## config.mk

```make
export PLATFORM = sky130hd
export DESIGN_NAME = mips_main_control
export DESIGN_NICKNAME = d
export VERILOG_FILES = /design/src/rtl/mips_main_control.sv
export SDC_FILE = /design/constraint.sdc
export NUM_CORES = 1
export LEC_CHECK = 0
export CELL_PAD_IN_SITES_DETAIL_PLACEMENT = 0
export CELL_PAD_IN_SITES_GLOBAL_PLACEMENT = 1
export CORE_MARGIN = 10
export CORE_UTILIZATION = 31
export DETAILED_ROUTE_END_ITERATION = 10
export PLACE_DENSITY = 0.72
export SLEW_MARGIN = 30
export SYNTH_ARGS = -nofsm -noshare
export SYNTH_HDL_FRONTEND = slang
export SYNTH_SLANG_ARGS = --single-unit
```

## constraint.sdc

```tcl
create_clock -name clk -period 1.9 [get_ports clk]
set_clock_uncertainty 0.15 [all_clocks]
set_input_delay 0.38 -clock clk [delete_from_list [all_inputs] [get_ports clk]]
set_output_delay 0.38 -clock clk [all_outputs]
set_load 0.1 [all_outputs]
```

## src/rtl/mips_main_control.sv

```systemverilog
// Multicycle MIPS main control FSM. Sequences fetch/decode/execute/memory/writeback,
// drives the datapath enables and stretches memory states by MEM_WAIT cycles.
//
// state      | meaning
// -----------+------------------------------------------------------------
// FETCH      | read instruction at PC, PC+4 into PC and IR on last cycle
// DECODE     | latch opcode, precompute branch target in ALUOut
// MEM_ADDR   | compute rs + sign-ext imm for lw/sw
// MEM_READ   | data read at ALUOut
// MEM_WB     | write MDR to rt
// MEM_WRITE  | data write at ALUOut
// R_EXEC     | rs op rt, function from funct
// R_WB       | write ALUOut to rd
// BRANCH     | rs - rt, conditional PC load from ALUOut
// JUMP       | PC load from jump target
// ADDI_EXEC  | rs + sign-ext imm
// ADDI_WB    | write ALUOut to rt

module mips_main_control #(
  parameter int unsigned MEM_WAIT = 0
) (
  input  logic       clk,
  input  logic       rst_n,
  input  logic [5:0] opcode,
  output logic       pc_write,
  output logic       pc_write_cond,
  output logic       branch_ne,
  output logic       iord,
  output logic       mem_read,
  output logic       mem_write,
  output logic       ir_write,
  output logic       mem_to_reg,
  output logic       reg_dst,
  output logic       reg_write,
  output logic       alu_src_a,
  output logic [1:0] alu_src_b,
  output logic [1:0] pc_source,
  output logic [1:0] alu_op,
  output logic       illegal_op,
  output logic [3:0] state_o
);

  typedef enum logic [3:0] {
    S_FETCH     = 4'd0,
    S_DECODE    = 4'd1,
    S_MEM_ADDR  = 4'd2,
    S_MEM_READ  = 4'd3,
    S_MEM_WB    = 4'd4,
    S_MEM_WRITE = 4'd5,
    S_R_EXEC    = 4'd6,
    S_R_WB      = 4'd7,
    S_BRANCH    = 4'd8,
    S_JUMP      = 4'd9,
    S_ADDI_EXEC = 4'd10,
    S_ADDI_WB   = 4'd11
  } state_t;

  localparam logic [5:0] OP_RTYPE = 6'h00;
  localparam logic [5:0] OP_J     = 6'h02;
  localparam logic [5:0] OP_BEQ   = 6'h04;
  localparam logic [5:0] OP_BNE   = 6'h05;
  localparam logic [5:0] OP_ADDI  = 6'h08;
  localparam logic [5:0] OP_LW    = 6'h23;
  localparam logic [5:0] OP_SW    = 6'h2B;

  state_t     state, state_nxt;
  logic [3:0] wait_cnt, wait_nxt;
  logic [5:0] op_q, op_q_nxt;
  logic       wait_last;
  logic       mem_state;

  logic pc_write_raw, pc_write_cond_raw, mem_write_raw, ir_write_raw, reg_write_raw;

  assign wait_last = (wait_cnt == 4'(MEM_WAIT));
  assign mem_state = (state == S_FETCH) || (state == S_MEM_READ) || (state == S_MEM_WRITE);

  always_ff @(posedge clk or negedge rst_n) begin
    if (!rst_n) begin
      state    <= S_FETCH;
      wait_cnt <= 4'd0;
      op_q     <= 6'd0;
    end else begin
      state    <= state_nxt;
      wait_cnt <= wait_nxt;
      op_q     <= op_q_nxt;
    end
  end

  always_comb begin
    state_nxt         = state;
    op_q_nxt          = op_q;
    wait_nxt          = (mem_state && !wait_last) ? wait_cnt + 4'd1 : 4'd0;
    pc_write_raw      = 1'b0;
    pc_write_cond_raw = 1'b0;
    mem_write_raw     = 1'b0;
    ir_write_raw      = 1'b0;
    reg_write_raw     = 1'b0;
    branch_ne         = 1'b0;
    iord              = 1'b0;
    mem_read          = 1'b0;
    mem_to_reg        = 1'b0;
    reg_dst           = 1'b0;
    alu_src_a         = 1'b0;
    alu_src_b         = 2'b00;
    pc_source         = 2'b00;
    alu_op            = 2'b00;
    illegal_op        = 1'b0;

    case (state)
      S_FETCH: begin
        mem_read  = 1'b1;
        alu_src_b = 2'b01;
        if (wait_last) begin
          ir_write_raw = 1'b1;
          pc_write_raw = 1'b1;
          state_nxt    = S_DECODE;
        end
      end
      S_DECODE: begin
        alu_src_b = 2'b11;
        op_q_nxt  = opcode;
        case (opcode)
          OP_RTYPE:      state_nxt = S_R_EXEC;
          OP_LW, OP_SW:  state_nxt = S_MEM_ADDR;
          OP_BEQ, OP_BNE: state_nxt = S_BRANCH;
          OP_J:          state_nxt = S_JUMP;
          OP_ADDI:       state_nxt = S_ADDI_EXEC;
          default: begin
            illegal_op = 1'b1;
            state_nxt  = S_FETCH;
          end
        endcase
      end
      S_MEM_ADDR: begin
        alu_src_a = 1'b1;
        alu_src_b = 2'b10;
        state_nxt = (op_q == OP_LW) ? S_MEM_READ : S_MEM_WRITE;
      end
      S_MEM_READ: begin
        mem_read = 1'b1;
        iord     = 1'b1;
        if (wait_last) state_nxt = S_MEM_WB;
      end
      S_MEM_WB: begin
        reg_write_raw = 1'b1;
        mem_to_reg    = 1'b1;
        state_nxt     = S_FETCH;
      end
      S_MEM_WRITE: begin
        mem_write_raw = 1'b1;
        iord          = 1'b1;
        if (wait_last) state_nxt = S_FETCH;
      end
      S_R_EXEC: begin
        alu_src_a = 1'b1;
        alu_op    = 2'b10;
        state_nxt = S_R_WB;
      end
      S_R_WB: begin
        reg_write_raw = 1'b1;
        reg_dst       = 1'b1;
        state_nxt     = S_FETCH;
      end
      S_BRANCH: begin
        alu_src_a         = 1'b1;
        alu_op            = 2'b01;
        pc_write_cond_raw = 1'b1;
        pc_source         = 2'b01;
        branch_ne         = (op_q == OP_BNE);
        state_nxt         = S_FETCH;
      end
      S_JUMP: begin
        pc_write_raw = 1'b1;
        pc_source    = 2'b10;
        state_nxt    = S_FETCH;
      end
      S_ADDI_EXEC: begin
        alu_src_a = 1'b1;
        alu_src_b = 2'b10;
        state_nxt = S_ADDI_WB;
      end
      S_ADDI_WB: begin
        reg_write_raw = 1'b1;
        state_nxt     = S_FETCH;
      end
      default: state_nxt = S_FETCH;
    endcase
  end

  // Architectural writes are gated by reset itself so nothing glitches while rst_n is low.
  assign pc_write      = pc_write_raw & rst_n;
  assign pc_write_cond = pc_write_cond_raw & rst_n;
  assign mem_write     = mem_write_raw & rst_n;
  assign ir_write      = ir_write_raw & rst_n;
  assign reg_write     = reg_write_raw & rst_n;
  assign state_o       = state;

endmodule

```

# Word level (Yosys, flattened, before mapping)
# Cells that the tools add are included.
# W data, S select, Z words.
[word_totals] reg_bits=14 inputBits=8 out_inout_bits=22 word_cells=71
[op_classes] addsub=1 eq_ne=22 muxes=24 bitwise_logic=5 reduce_logical=16
[op_table] cell="$pmux W4 S7" count=1
[op_table] cell="$pmux W4 S5" count=1
[op_table] cell="$eq A6 B3 Y1 const B" count=3
[op_table] cell="$eq A6 B6 Y1 const B" count=3
[op_table] cell="$eq A4 B3 Y1 const B" count=4
[op_table] cell="$eq A4 B4 Y1 const B" count=4
[op_table] cell="$mux W4" count=4
[op_table] cell="$mux W1" count=13
[op_table] cell="$reduce_or A2 Y1" count=5
[op_table] cell="$eq A4 B2 Y1 const B" count=2
[op_table] cell="$logic_not A4 Y1" count=2
[op_table] cell="$pmux W2 S2" count=2
[op_table] cell="$reduce_or A7 Y1" count=1
[op_table] cell="$eq A6 B2 Y1 const B" count=1
[op_table] cell="$eq A6 B4 Y1 const B" count=1
[op_table] cell="$logic_not A6 Y1" count=1
[op_table] cell="$ne A2 B2 Y1 const B" count=3
[op_table] cell="$pmux W2 S3" count=1
[op_table] cell="$and A1 B1 Y1" count=5
[op_table] cell="$add A4 B1 Y4 const B" count=1
[op_table] cell="$eq A4 B1 Y1 const B" count=1
[op_table] cell="$reduce_or A4 Y1" count=1
[op_table] cell="$mux W3" count=1
[op_table] cell="$reduce_and A3 Y1" count=1
[op_table] cell="5 further kinds" count=6

# Depth between registers and ports, before layout
[logic_depth] ltp_word=5 depth_mapped=6 depth_no_buf=6

# Worst setup path after synthesis
# Ideal clock, no wire load.
[synth_path] path_type="register -> output" startpoint="reg state[2], in the netlist state_o[2]" endpoint="out branch_ne" t_arrival_ns=5.321 required_ns=1.370 path_slack_ns=-3.951 stages_incl_launch_ff=6 n_path_buf=1 cell_sequence="dfrtp_1 > buf_6 > nand2b_4 > nor3_4 > nand2_1 > nor4b_1"
[synth_via] elab_chain_cells=2
[synth_rtl] item="start: declaration" line_no="66" source="state_t state, state_nxt;"
[synth_rtl] item="start signal: assignment" line_no="83" source="state <= state_nxt;"
[synth_rtl] item="$eq A4 B4 Y1" line_no="109" source="case (state)"
[synth_rtl] item="$mux W1" line_no="109"
[synth_rtl] item="end: declaration" line_no="27" source="output logic branch_ne,"
# No other way between the ends.

# Final worst setup path
[layout_path] startpoint="reg wait_cnt[0]" endpoint="out pc_write"
[layout_via] elab_chain_cells=4
[layout_rtl] item="start: declaration" line_no="67" source="logic [3:0] wait_cnt, wait_nxt;"
[layout_rtl] item="start signal: assignment" line_no="84" source="wait_cnt <= wait_nxt;"
[layout_rtl] item="$logic_not A4 Y1" line_no="74" source="assign wait_last = (wait_cnt == 4'(MEM_WAIT));"
[layout_rtl] item="$mux W1" line_no="113" source="if (wait_last) begin"
[layout_rtl] item="$pmux W1 S2" line_no="109"
[layout_rtl] item="$and A1 B1 Y1" line_no="191" source="assign pc_write = pc_write_raw & rst_n;"
[layout_rtl] item="end: declaration" line_no="25" source="output logic pc_write,"
# No other way between the ends.

==> reports/metrics.cfg <==
[global_routing]
antenna_found_initial = 0
grtUsageTotal_pct = 12.5
use_met2_pct = 21.8
overflow = 0
grt_use_met3_pct = 3.19
met1_usage_pct = 14.7
first_global_vias = 1256
grt_max_degree = 15
grt_pass1_wl_mm = 6.32
busiest_layer = met2

[clock_network]
cts_tree = done
clockBufferDepth = 2
cts.clk_slew.worst_paths_ns = 0.08
clock-sinks = 14
ctsHoldBuffers = 0
ctsHtreeMaxLevel = 1
clock-root-buffer = clkbuf_4
clk_latency_ns = 0.29
cts_buffers = 3

[route]
ant_nets = 0
drt-initial-drc-count = 112
drt-total-wl_mm = 4.55
num_vias = 1331
first_pass_iters = 4
post_drt_wl_per_cell_um = 17.2
viasPerCell = 5.04
drc = 0

[place]
dp.cells = 234
dpl_cell_area_um2 = 1980
portBuffers = 29
hpwl_mm = 2.78
place_congestion = 0.899

[yosys]
synth-xor-area-share_pct = 2.46
synthSimpleGateAreaFrac_pct = 44.2
synthAdderAreaFrac_pct = 2.35
synth-main-ff-cell = dfrtp_1
avgSynthCellArea_um2 = 8.39
netlist_area_um2 = 1070
synth_cell_type_count = 43
synthMuxAreaShare_pct = 0.939
synth_seq_cells = 14
synth_nets = 137
synth_compound_area_share_pct = 10.6
synth_edf_count = 0
synthCells = 127
ys_seq_area_share_pct = 32.9
synthArstFlopShare_pct = 100
synth_top_family_by_area = simple AND/OR/NAND/NOR gates
ys_warn_count = 0

[layout]
drive_gt1_share_pct = 64.2
nets = 229
n_fill_cell = 215
postLayoutCellArea_um2 = 2480
final_cells = 264
n_antenna_cell = 0
area_growth_pct = 133
seqCellArea_um2 = 365
multi_input_area_um2 = 881
utilization_pct = 74.4

[timing]
fin_crit_sh_pct = 132
fin_crit_ns = 2.50
finalMaxSlewViolations = 0
rsz0062_at_grt = yes
finalWorstSetupSlack_ns = -0.599
hold_viol_final = 0
holdWs_ns = 0.335
max_slew_margin_pct = 77.5
finalSetupViolCount = 18
worst_pin_slew_ns = 0.338
max_freq_ghz = 0.400

[hold_path]
hp-class = register to register
worstHoldStart = op_q[0]

[critical_path]
critPathKind = register to output pin
arrival_ns = 1.97
cp.depth = 7
worstPathRequired_ns = 1.37
crit_fanout = 2
worstReg2RegEnd = wait_cnt[3]
rr_worst_depth = 6
crit_path_end_kind = output pin
reg2reg_from = state_o[1]
worstPathCellList = inv_2 > ha_4 > or3b_4 > nor3_2 > a21oi_2 > nor4b_4 > buf_12
r2r_setup_slack_ns = 0.05
crit_family = simple AND/OR/NAND/NOR gates
crit_start = wait_cnt[0]
slowest_delay_ns = 0.39
slowest_stage = dfrtp_1
start_kind = register
path_buf_inv = 2
worstSetupEndpoint = pc_write

[floorplan]
dieWidth_um = 78.6
fp.dieH_um = 78.6
die-area_um2 = 6180
io_pins = 30
core_area_um2 = 3340
placementRows = 21
initial_core_util_pct = 31.9

[job]
maxCapViolations = 0

[power_and_ir_drop]
power.ir.vdd_worst_uv = 645
power.total_uw = 2770
p_leak_uw = 0.00110
power_density_nw_per_um2 = 1110

[outcome]
status = finished, violations left
violations = negative setup slack

what timing repair did:
action | CTS | global route
endpoints found under the hold margin | 0 | 0
pin swaps | 16 | 9
gates cloned | 0 | 0
setup endpoints to repair | 18 | 20
setup buffers | 10 | 18
resized for setup | 55 | 16
worst min path at each step:
stage                   end  depth (start not counted)
floorplan           op_q[0]                          0
global placement    op_q[3]                          2
detailed placement  op_q[0]                          2
CTS                 op_q[4]                          2
global route        op_q[0]                          2
finish              op_q[0]                          2
metal layers:
metal  routed length (um)  vias up  share of wire, %
met5                    0        -                 0
met4                   80        0               1.8
met3                  214       11               4.7
met2                 2430       54                53
met1                 1820      646                40
li1                     -      620                 -
through the flow:
stage | TNS [ns] | setup WS [ns]
after floorplan | -12.54 | -1.75
after global placement | -1.10 | -0.367
after detailed placement | -1.41 | -0.425
after CTS | -3.96 | -0.647
after global routing | -5.76 | -0.680
final | -4.75 | -0.599
state kept, by name, indices dropped and copies added, names as in the netlist:
register,flops
op_q,6
wait_cnt,4
state_o,4
report_power, final:
group          internal, uW  switching (uW)
Combinational           928            1160
Sequential              386            74.3
Clock                   117             101
worst reg2reg max path, stage by stage (launching register included):
cell and delay, ns:
dfrtp_4 0.55, buf_12 0.17, xor2_2 0.18, buf_4 0.14
a21oi_1 0.06, or3_4 0.40, nor2_1 0.13
Yosys cell counts (all sizes together), types with 3 or more instances:
master  count  area, um^2
o21ai       3        15.0
dfrtp      14         350
and3        3        20.0
a21oi       6        30.0
nand2b      5        41.3
nand2      26        97.6
inv         3        11.3
buf         4        31.3
nor3        8        51.3
nor2       20        91.3
nor4b       4        50.1
cells by family after synthesis:
group / Yosys count
flops: 14
fa+ha+maj: 2
xor+xnor: 3
compound gates: 17
buf+inv: 9
simple gates: 81
mux: 1
cell type report:
type,instances,area share [%]
tap,46,2.32
clock buffer,4,1.46
sequential,14,14.7
inverter,3,0.454
timing repair buffer,93,45.6
multi-input combinational,104,35.5
cell usage in the layout, fill, tap and decap left out, drive strengths merged, types with 3 or more instances in the layout:
| master | netlist | final |
|---|---|---|
| buf | 4 | 86 |
| nand2 | 26 | 26 |
| nor2 | 20 | 20 |
| dfrtp | 14 | 14 |
| nor3 | 8 | 8 |
| a21oi | 6 | 6 |
| nand2b | 5 | 5 |
| nor4b | 4 | 4 |
| clkbuf | 2 | 4 |
| inv | 3 | 3 |
| and3 | 3 | 3 |
| o21ai | 3 | 3 |
| clkdlybuf4s15 | 0 | 3 |
Power figures use the tool's default switching activity.
